--- config.mk ---
export PLATFORM = sky130hd
export DESIGN_NAME = i2s_tx_flat
export DESIGN_NICKNAME = d
export VERILOG_FILES = /design/src/rtl/i2s_tx_if.sv /design/src/rtl/i2s_tx.sv /design/src/flat_wrapper.sv
export SDC_FILE = /design/constraint.sdc
export NUM_CORES = 1
export LEC_CHECK = 0
export ABC_AREA = 1
export CORE_MARGIN = 5
export CORE_UTILIZATION = 58
export DETAILED_ROUTE_END_ITERATION = 10
export PLACE_DENSITY = 0.8
export SYNTH_ARGS = -nofsm -noshare
export SYNTH_HDL_FRONTEND = slang
export SYNTH_SLANG_ARGS = --single-unit
--- constraint.sdc ---
create_clock -name clk -period 3.05 [get_ports clk]
set_clock_uncertainty 0.15 [all_clocks]
set_input_delay 0.305 -clock clk [delete_from_list [all_inputs] [get_ports clk]]
set_output_delay 0.305 -clock clk [all_outputs]
set_load 0.02 [all_outputs]
--- src/rtl/i2s_tx_if.sv ---
// i2s_tx_if: stereo sample handshake between an audio producer and the I2S transmitter
interface i2s_tx_if #(parameter int WIDTH = 16);
  logic [WIDTH-1:0] sample_l;
  logic [WIDTH-1:0] sample_r;
  logic             sample_valid;
  logic             sample_ready;
  modport master (output sample_l, sample_r, sample_valid, input sample_ready);
  modport slave  (input sample_l, sample_r, sample_valid, output sample_ready);
endinterface

--- src/rtl/i2s_tx.sv ---
// i2s_tx: Philips I2S master transmitter with a one-deep stereo holding buffer
module i2s_tx #(
  parameter int WIDTH    = 16,
  parameter int BCLK_DIV = 8
) (
  input  logic    clk,
  input  logic    rst_n,
  i2s_tx_if.slave s,
  output logic    underrun,
  output logic    bclk,
  output logic    lrclk,
  output logic    sdata
);
  localparam int FW = 2 * WIDTH;
  localparam int DW = $clog2(BCLK_DIV);
  localparam int BW = $clog2(FW);
  logic [DW-1:0] div_cnt;
  logic [BW-1:0] bit_cnt, k;
  logic [FW-1:0] shreg, last_word, hold;
  logic          ready, tick, fe, load, accept;
  always_comb begin
    tick   = div_cnt == DW'(BCLK_DIV - 1);
    fe     = tick & bclk;
    k      = (bit_cnt == BW'(FW - 1)) ? '0 : bit_cnt + 1'b1;
    load   = fe & (k == '0);
    accept = s.sample_valid & ready;
  end
  assign s.sample_ready = ready;
  // sdata takes the pre-shift MSB, which yields the one-bclk I2S data delay
  always_ff @(posedge clk or negedge rst_n) begin
    if (!rst_n) begin
      div_cnt   <= '0;
      bit_cnt   <= BW'(FW - 1);
      shreg     <= '0;
      last_word <= '0;
      hold      <= '0;
      ready     <= 1'b1;
      bclk      <= 1'b0;
      lrclk     <= 1'b1;
      sdata     <= 1'b0;
      underrun  <= 1'b0;
    end else begin
      div_cnt  <= tick ? '0 : div_cnt + 1'b1;
      bclk     <= bclk ^ tick;
      underrun <= load & ready;
      if (fe) begin
        bit_cnt <= k;
        lrclk   <= k >= BW'(WIDTH);
        sdata   <= shreg[FW-1];
        shreg   <= load ? (ready ? last_word : hold) : shreg << 1;
      end
      if (load & ~ready) last_word <= hold;
      if (accept) begin
        hold  <= {s.sample_l, s.sample_r};
        ready <= 1'b0;
      end else if (load) begin
        ready <= 1'b1;
      end
    end
  end
endmodule

--- src/flat_wrapper.sv ---
// flat-port wrapper written by rule: the top's interface ports become plain ports
module i2s_tx_flat 
#(
  parameter int WIDTH    = 16,
  parameter int BCLK_DIV = 8
)
  (clk, rst_n, underrun, bclk, lrclk, sdata, s_sample_l, s_sample_r, s_sample_valid, s_sample_ready);
  i2s_tx_if #(.WIDTH(WIDTH)) s_i ();
  input  logic clk;
  input  logic rst_n;
  output logic underrun;
  output logic bclk;
  output logic lrclk;
  output logic sdata;
  input wire logic [$bits(s_i.sample_l)-1:0] s_sample_l;
  input wire logic [$bits(s_i.sample_r)-1:0] s_sample_r;
  input wire logic [$bits(s_i.sample_valid)-1:0] s_sample_valid;
  output wire logic [$bits(s_i.sample_ready)-1:0] s_sample_ready;
  assign s_i.sample_l = s_sample_l;
  assign s_i.sample_r = s_sample_r;
  assign s_i.sample_valid = s_sample_valid;
  assign s_sample_ready = s_i.sample_ready;
  i2s_tx #(.WIDTH(WIDTH), .BCLK_DIV(BCLK_DIV)) u_core (.clk(clk), .rst_n(rst_n), .s(s_i), .underrun(underrun), .bclk(bclk), .lrclk(lrclk), .sdata(sdata));
endmodule
# Yosys cells after proc, flatten, opt, wreduce, memory -nomap -nowiden
# Cells that the tools add are included.
# word_totals
in_bits	35
reg_bits	109
out_inout_bits	5
# classes
add_sub_neg	2
n_reduce_logical	2
muxes	6
n_bitwise	7
order_cmp	1
eq_ne	2
# op_table
op	count
two-way mux 32 bit	2
adder 5 x 1 -> 5 bit (second input constant)	1
AND 1 bit	5
equality test 5 bit (second input constant)	1
>= comparator 5 bit (second input constant)	1
logical NOT 5 bit	1
two-way mux 5 bit	1
adder 3 x 1 -> 3 bit (second input constant)	1
equality test 3 bit (second input constant)	1
two-way mux 3 bit	1
two-way mux 1 bit	2
nonzero test 2 bit	1
NOT 1 bit	1
XOR 1 bit	1

# Depth between registers and ports, before layout
# Gate-level depths: netlist of run 1.
# logic_depth
word_depth	6
ltp_mapped	14
ltp_nobuf	13

# Worst setup path after synthesis of run 1
# Ideal clock, no wire load.
# synth_timing
path_kind	register to register
from	register u_core.bit_cnt[0]
to	register u_core.last_word[0]
synth_period_minus_slack_ns	2.236
path_stages_with_launch	14
slack_ns	0.814
arrival_ns	1.970
path_cell_list	dfstp_2 -> ha_1 -> nand2_1 -> nor2_1 -> ha_1 -> nor2_2 -> nand2_1 -> nor2_4 -> nand2_2 -> inv_2 -> nand2_2 -> buf_2 -> nand2_1 -> nand2_1
# synth_between
elab_chain_len	5
word_cells_on_any_way	6
classes_between	add/sub (1); eq/ne (1); mux (1); bitwise (2); reduce/logical (1)
# synth_rtl
item	line	source
start, declared	i2s_tx.sv:18	logic [BW-1:0] bit_cnt, k;
start signal, assigned	i2s_tx.sv:33	bit_cnt <= BW'(FW - 1);
start signal, assigned	i2s_tx.sv:47	bit_cnt <= k;
adder 5 x 1 -> 5 bit / equality test 5 bit (equally long branches)	i2s_tx.sv:24	k = (bit_cnt == BW'(FW - 1)) ? '0 : bit_cnt + 1'b1;
two-way mux 5 bit *	i2s_tx.sv:24	
named net u_core.k[4]	i2s_tx.sv:18	
logical NOT 5 bit *	i2s_tx.sv:25	load = fe & (k == '0);
AND 1 bit *	i2s_tx.sv:25	
AND 1 bit *	i2s_tx.sv:52	if (load & ~ready) last_word <= hold;
end signal, assigned	i2s_tx.sv:52	
end, declared	i2s_tx.sv:19	logic [FW-1:0] shreg, last_word, hold;
# Mark *: on every way through the listed nets, which the timed path passes. The rest lies on a longest branch.
# A chain may end at the register's enable or synchronous reset.

# Final worst setup path of run 1
# layout_timing
from	register u_core.bit_cnt[0]
to	register u_core.last_word[6]
# The elaborated chain is that of the path after synthesis.

==> flow_summary_export.csv, run 1 <==
group,metric,value,unit
routing,drt_iter0_markers,237,
synth,synth_top_area_cell,"dfrtp_1",
floorplanning,die_x,103,um
routing,ant_nets,0,
sta,fmax,361,MHz
hold_path,hp-start,"u_core.div_cnt[0]",
cts,cts_tree,"yes",
grt,met1_usage,0.284,
routing,drt-vias-per-instance,5.30,
critical_path,reg2reg_from,"u_core.bit_cnt[0]",
critical_path,setup.worst_path.start_class,"register",
pwr,ir_drop,0.345,mV
sta,worst_slack,282,ps
synth,netlist_top_cells_area,"dfrtp_1, nand2_1, mux2_2",
pwr,p_switching,592,uW
cts,clk_latency,360,ps
grt,antenna_found_initial,0,
critical_path,timing.rr.end,"u_core.last_word[6]",
cts,path_clk_slew,100,ps
synth,muxShareOfSynthArea,0.0720,
run_status,status,"finished clean",
place,place.port_buffers,39,
floorplanning,die_y,103,um
finish,nets,639,
cts,cts_resized,0,
cts,root_buffer,"clkbuf_8",
synth,synth_compound_area_frac,0.0360,
synth,synth_top_family_by_area,"simple AND/OR/NAND/NOR gates",
cts,ctsLongestPathBuffers,2,
synth,ys_types,21,
routing,wire_per_inst,13.9,um
place,preCtsSetupSlack,293,ps
critical_path,cp.arrival,2870,ps
flow_run,drv_cap,0,
sta,period_share,0.908,
grt,use_met2,0.351,
floorplanning,io_pins,40,
grt,overflow,0,
pwr,p_leak,3.00,nW
routing,drt_wl_total,9840,um
pwr,combPwrFrac,0.072,
grt,grt_max_degree,71,
sta,holdWs,294,ps
place,globalplace.congestion,0.756,
synth,synth_xor_xnor_area_share,0,
synth,netlist_instances,568,
critical_path,reg2reg_depth,12,
grt,top_usage_layer,"met2",
cts,cts-buffers-inserted,9,
cts,cts_hold_buf,1,
finish,fillers,643,
synth,synth_warnings,0,
sta,relSlewSlack,0.409,
critical_path,crit_path_frequent_cell,"nand2_1",
routing,dr.pass1.iters,4,
finish,n_antenna_cell,0,
hold_path,whs_path_depth,1,
sta,drv_slew,0,
cts,cts_setup_buffers,0,
pwr,power.share.clock,0.322,
pwr,p_int,1.93,mW
finish,drive_gt1_frac,0.174,
cts,htreeDepth,3,
sta,hold_violations,0,
pwr,pwr-share-seq,0.606,
sta,rsz0062_at_grt,"no",
critical_path,cp_max_fo,33,
critical_path,max_stage_delay,590,ps
critical_path,slowest_stage,"dfstp_2",
floorplanning,die_area,10600,um^2
critical_path,crit_chain,"ha_1 -> nand2_1 -> nor2_1 -> ha_1 -> nor2_2 -> nand2_1 -> nor2_4 -> nand2_2 -> inv_2 -> nand2_2 -> nand2_1 -> nand2_1",
sta,tightest_slew,887,ps
floorplanning,start_util,0.603,
finish,area_delta_synth_final,13.2,%
synth,synthAdderAreaFrac,0.0150,
synth,syn_nets,609,
grt,grt_pass1_vias,3817,
finish,final_util,0.682,
routing,vias,3750,
place,dpl.cell_count,691,
synth,syn_area_per_cell,8.81,um^2
grt,grtUsageMet3,0.0325,
sta,tns,0,ps
cts,clock-sinks,109,
grt,grt_usage,0.210,
grt,grt_pass1_wl,17700,um
synth,yosys.area_share.simple,0.275,
synth,ys_seq_elements,109,
finish,fin_cells,708,
critical_path,rrSetupSlack,280,ps
sta,fin_crit,2770,ps
critical_path,startpoint,"u_core.bit_cnt[0]",
sta,setup_viol,0,
pwr,power_density,446,nW/um^2
critical_path,worst_setup_path_end_kind,"register",
place,place_hpwl,6420,um
critical_path,critPathRequiredTime,3160,ps
synth,synth_area,5000,um^2
floorplanning,num_rows,33,
synth,synth_top_area_frac,0.510,
pwr,p_sw_frac,0.235,
hold_path,worstHoldPathType,"reg2reg",
routing,drc,0,
synth,ys_seq_area_frac,0.547,
hold_path,holdPathEnd,"u_core.div_cnt[0]",
critical_path,path_class,"reg2reg",
floorplanning,core,8300,um^2
[cell usage after synthesis]
library cell and number:
nand2_1 208, buf_1 5, nor2_4 2, buf_4 3, nor2_2 1, clkbuf_1 14
mux2_2 32, nor2_1 9, inv_1 33, dfrtp_1 102, or2_2 31, ha_1 6
o21ai_1 1, nand4_1 1, a21oi_1 2, nand3_1 64, buf_2 9, nand2_2 2
o21ai_0 33, dfstp_2 7, inv_2 3
[cell usage in the layout (no fill, tap or decap)]
master	instances
nand2_1	208
mux2_2	32
ha_1	6
nand2_2	2
dlygate4sd3_1	1
clkdlybuf4s50_1	38
clkbuf_8	10
inv_1	33
nor2_2	1
buf_12	1
clkinv_2	1
nand4_1	1
o21ai_0	33
nand3_1	64
inv_2	3
dfstp_2	7
or2_2	31
o21ai_1	1
clkinv_4	1
inv_6	2
nor2_4	2
a21oi_1	2
clkinvlp_4	2
dfrtp_1	102
buf_4	10
nor2_1	9
[critical path: cells and delay by family (launching register included)]
family	cells	cell delay, ps
DFF	1	590
adders and majority gates	2	420
buffers and inverters	1	110
and+or+nand+nor	9	1380
[worst max path at each step]
stage / end / slack (ps) / depth (start not counted)
after floorplan: u_core.last_word[0] / 810 / 13
after global placement: u_core.last_word[18] / 420 / 12
after detailed placement: u_core.last_word[3] / 290 / 12
after CTS: u_core.last_word[3] / 270 / 12
after global routing: u_core.last_word[21] / 20 / 12
final: u_core.last_word[6] / 280 / 12
[per-stage QoR]
step           instance area [um^2]  power [mW]
6_report                       5660        2.53
3_5_place_dp                   5470        1.74
4_1_cts                        5660        2.55
3_3_place_gp                   5470        1.73
5_1_grt                        5660        2.64
2_1_floorplan                  5000        1.64
[power groups by stage]
stage | clock network (mW) | logic (mW) | registers, mW
2_1_floorplan | 0 | 0.0966 | 1.54
3_3_place_gp | 0 | 0.179 | 1.56
3_5_place_dp | 0 | 0.186 | 1.56
4_1_cts | 0.836 | 0.187 | 1.53
5_1_grt | 0.902 | 0.206 | 1.54
6_report | 0.812 | 0.183 | 1.53
[flip-flops by register name, summed over array words and instances, names as in the netlist]
register / cells
u_core.lrclk: 1
u_core.last_word: 32
u_core.shreg: 32
u_core.bclk: 1
u_core.s.sample_ready: 1
u_core.underrun: 1
u_core.hold: 32
u_core.bit_cnt: 5
u_core.div_cnt: 3
u_core.sdata: 1
[kinds of logic (layout without fill, tap and decap cells)]
family	count (synthesis)	after routing
AND/OR/NAND/NOR	318	318
flip-flops	109	109
buffers and inverters	67	102
AO/OA/AOI/OAI	36	36
multiplexers	32	32
adder cells (fa/ha/maj)	6	6
[metal layers]
metal	wire, um	part of all wire
met2	4850	0.49
met4	121	0.012
met5	0	0
met1	4540	0.46
met3	321	0.033
[cell type report]
type | instances | area, um^2 | area share
timing repair buffer | 50 | 485 | 0.0857
multi-input combinational | 392 | 1990 | 0.352
clock buffer | 10 | 138 | 0.0243
tap | 105 | 131 | 0.0232
clock inverter | 6 | 46.3 | 0.00817
sequential | 109 | 2740 | 0.483
inverter | 36 | 135 | 0.0239
Power figures use the tool's default switching activity.
==> inputs of run 2 (changes only) <==
- CORE_UTILIZATION: 58 -> 33
- PLACE_DENSITY: 0.8 -> not set
- REMOVE_ABC_BUFFERS: not set -> 1
==> flow_summary_export.csv, run 2 (synthesis gave the netlist of run 1 again) <==
group,metric,value,unit
critical_path,setup.worst_path.start_class,"register",
pwr,p_leak,3.04,nW
cts,clk_latency,350,ps
sta,setup_viol,0,
routing,drt_wl_total,10500,um
routing,dr.pass1.iters,4,
place,dpl.cell_count,774,
pwr,ir_drop,0.291,mV
routing,vias,3736,
finish,layout_common_cells,"nand2_1, dfrtp_1, nand3_1",
critical_path,cp.arrival,2800,ps
critical_path,max_stage_delay,580,ps
critical_path,cp_max_fo,33,
finish,final_util,0.391,
sta,relSlewSlack,0.583,
critical_path,path_class,"reg2reg",
floorplanning,die_area,17700,um^2
routing,ant_nets,0,
place,place_hpwl,6610,um
cts,clock-sinks,109,
cts,cts_tree,"yes",
finish,reg.largest.list,"u_core.hold x32, u_core.last_word x32, u_core.shreg x32",
finish,fin_cells,791,
grt,grt_pass1_vias,3850,
grt,grt_max_degree,75,
floorplanning,start_util,0.333,
sta,holdWs,283,ps
floorplanning,die_x,133,um
routing,drt-vias-per-instance,4.72,
critical_path,worst_setup_path_end_kind,"register",
finish,nets,639,
floorplanning,num_rows,45,
cts,root_buffer,"clkbuf_16",
sta,fmax,368,MHz
sta,drv_slew,0,
hold_path,worstHoldPathType,"reg2reg",
grt,grt_usage,0.125,
finish,drive_gt1_frac,0.169,
cts,cts_setup_buffers,0,
cts,path_clk_slew,60,ps
grt,antenna_found_initial,0,
cts,cts-buffers-inserted,9,
sta,rsz0062_at_grt,"no",
sta,fin_crit,2720,ps
sta,tns,0,ps
cts,htreeDepth,3,
sta,hold_violations,0,
critical_path,slowest_stage,"dfstp_2",
floorplanning,die_y,133,um
place,globalplace.congestion,0.765,
floorplanning,io_pins,40,
cts,ctsLongestPathBuffers,2,
run_status,status,"finished clean",
critical_path,crit_path_frequent_cell,"nand2_1",
sta,period_share,0.892,
critical_path,crit_chain,"ha_1 -> nand2_1 -> nor2_1 -> ha_1 -> nor2_2 -> nand2_1 -> nor2_4 -> nand2_2 -> inv_2 -> nand2_2 -> nand2_1 -> nand2_1",
flow_run,drv_cap,0,
finish,n_antenna_cell,0,
critical_path,critPathRequiredTime,3130,ps
floorplanning,core,15000,um^2
place,place.port_buffers,39,
grt,overflow,0,
grt,grt_pass1_wl,18200,um
finish,area_delta_synth_final,17.5,%
pwr,power_density,491,nW/um^2
finish,final_common_cell,"nand2_1",
routing,drt_iter0_markers,234,
sta,tightest_slew,624,ps
routing,wire_per_inst,13.3,um
routing,drc,0,
run 2: cell types whose count changed in the layout (fill, tap and decap cells not counted):
cell       delta
inv_6         -2
bufinv_16     +1
clkbuf_16     +9
clkinv_2      -1
clkbuf_8      -9
clkinv_4      -1
clkbuf_1      +3
run 2: cell type report:
cell class	count	area, um^2
sequential	109	2740
inverter	36	135
fill	1483	9150
multi-input combinational	392	1990
clock inverter	3	45.0
timing repair buffer	50	485
clock buffer	13	250
tap	188	235
run 2: worst paths after layout:
path,depth (start not counted),start,slack (ps),end
setup / recovery,12,u_core.bit_cnt[0],330,u_core.last_word[28]
hold / removal,1,u_core.div_cnt[0],280,u_core.div_cnt[0]
setup reg to reg,12,u_core.bit_cnt[0],330,u_core.last_word[28]
hold reg to reg,1,u_core.div_cnt[0],280,u_core.div_cnt[0]
max in group asynchronous,3,rst_n,1630,u_core.s.sample_ready
min in group asynchronous,2,rst_n,320,u_core.last_word[29]
run 2: routing by layer:
metal / global-route usage / wire length (um)
met1: 0.156 / 4950
met2: 0.210 / 5020
met5: 0 / 0
met4: 0.0411 / 172
met3: 0.0370 / 365
run 2: worst max-delay path: cells and delay by family, from the launching register on:
family	cells	cell delay, ps
buf+inv	1	100
flops	1	580
fa+ha+maj	2	430
simple gates	9	1340
run 2: what timing repair did:
| action | CTS | global route |
|---|---|---|
| gates resized for setup | 0 | 0 |
| endpoints found under the hold margin | 29 | 0 |
| hold buffers | 1 | 0 |
run 2: per-stage QoR:
stage	power [mW]	worst slack [ps]	instance area, um^2
6_report	2.88	329	5880
5_1_grt	3.02	103	5880
4_1_cts	2.94	316	5880
3_5_place_dp	1.75	320	5570
3_3_place_gp	1.74	472	5570
2_1_floorplan	1.64	-815	4860
run 2: where the power goes:
group	internal [mW]	switching, mW	total (mW)
Sequential	1.50	0.0366	1.53
Clock	0.660	0.509	1.17
Combinational	0.113	0.0696	0.183
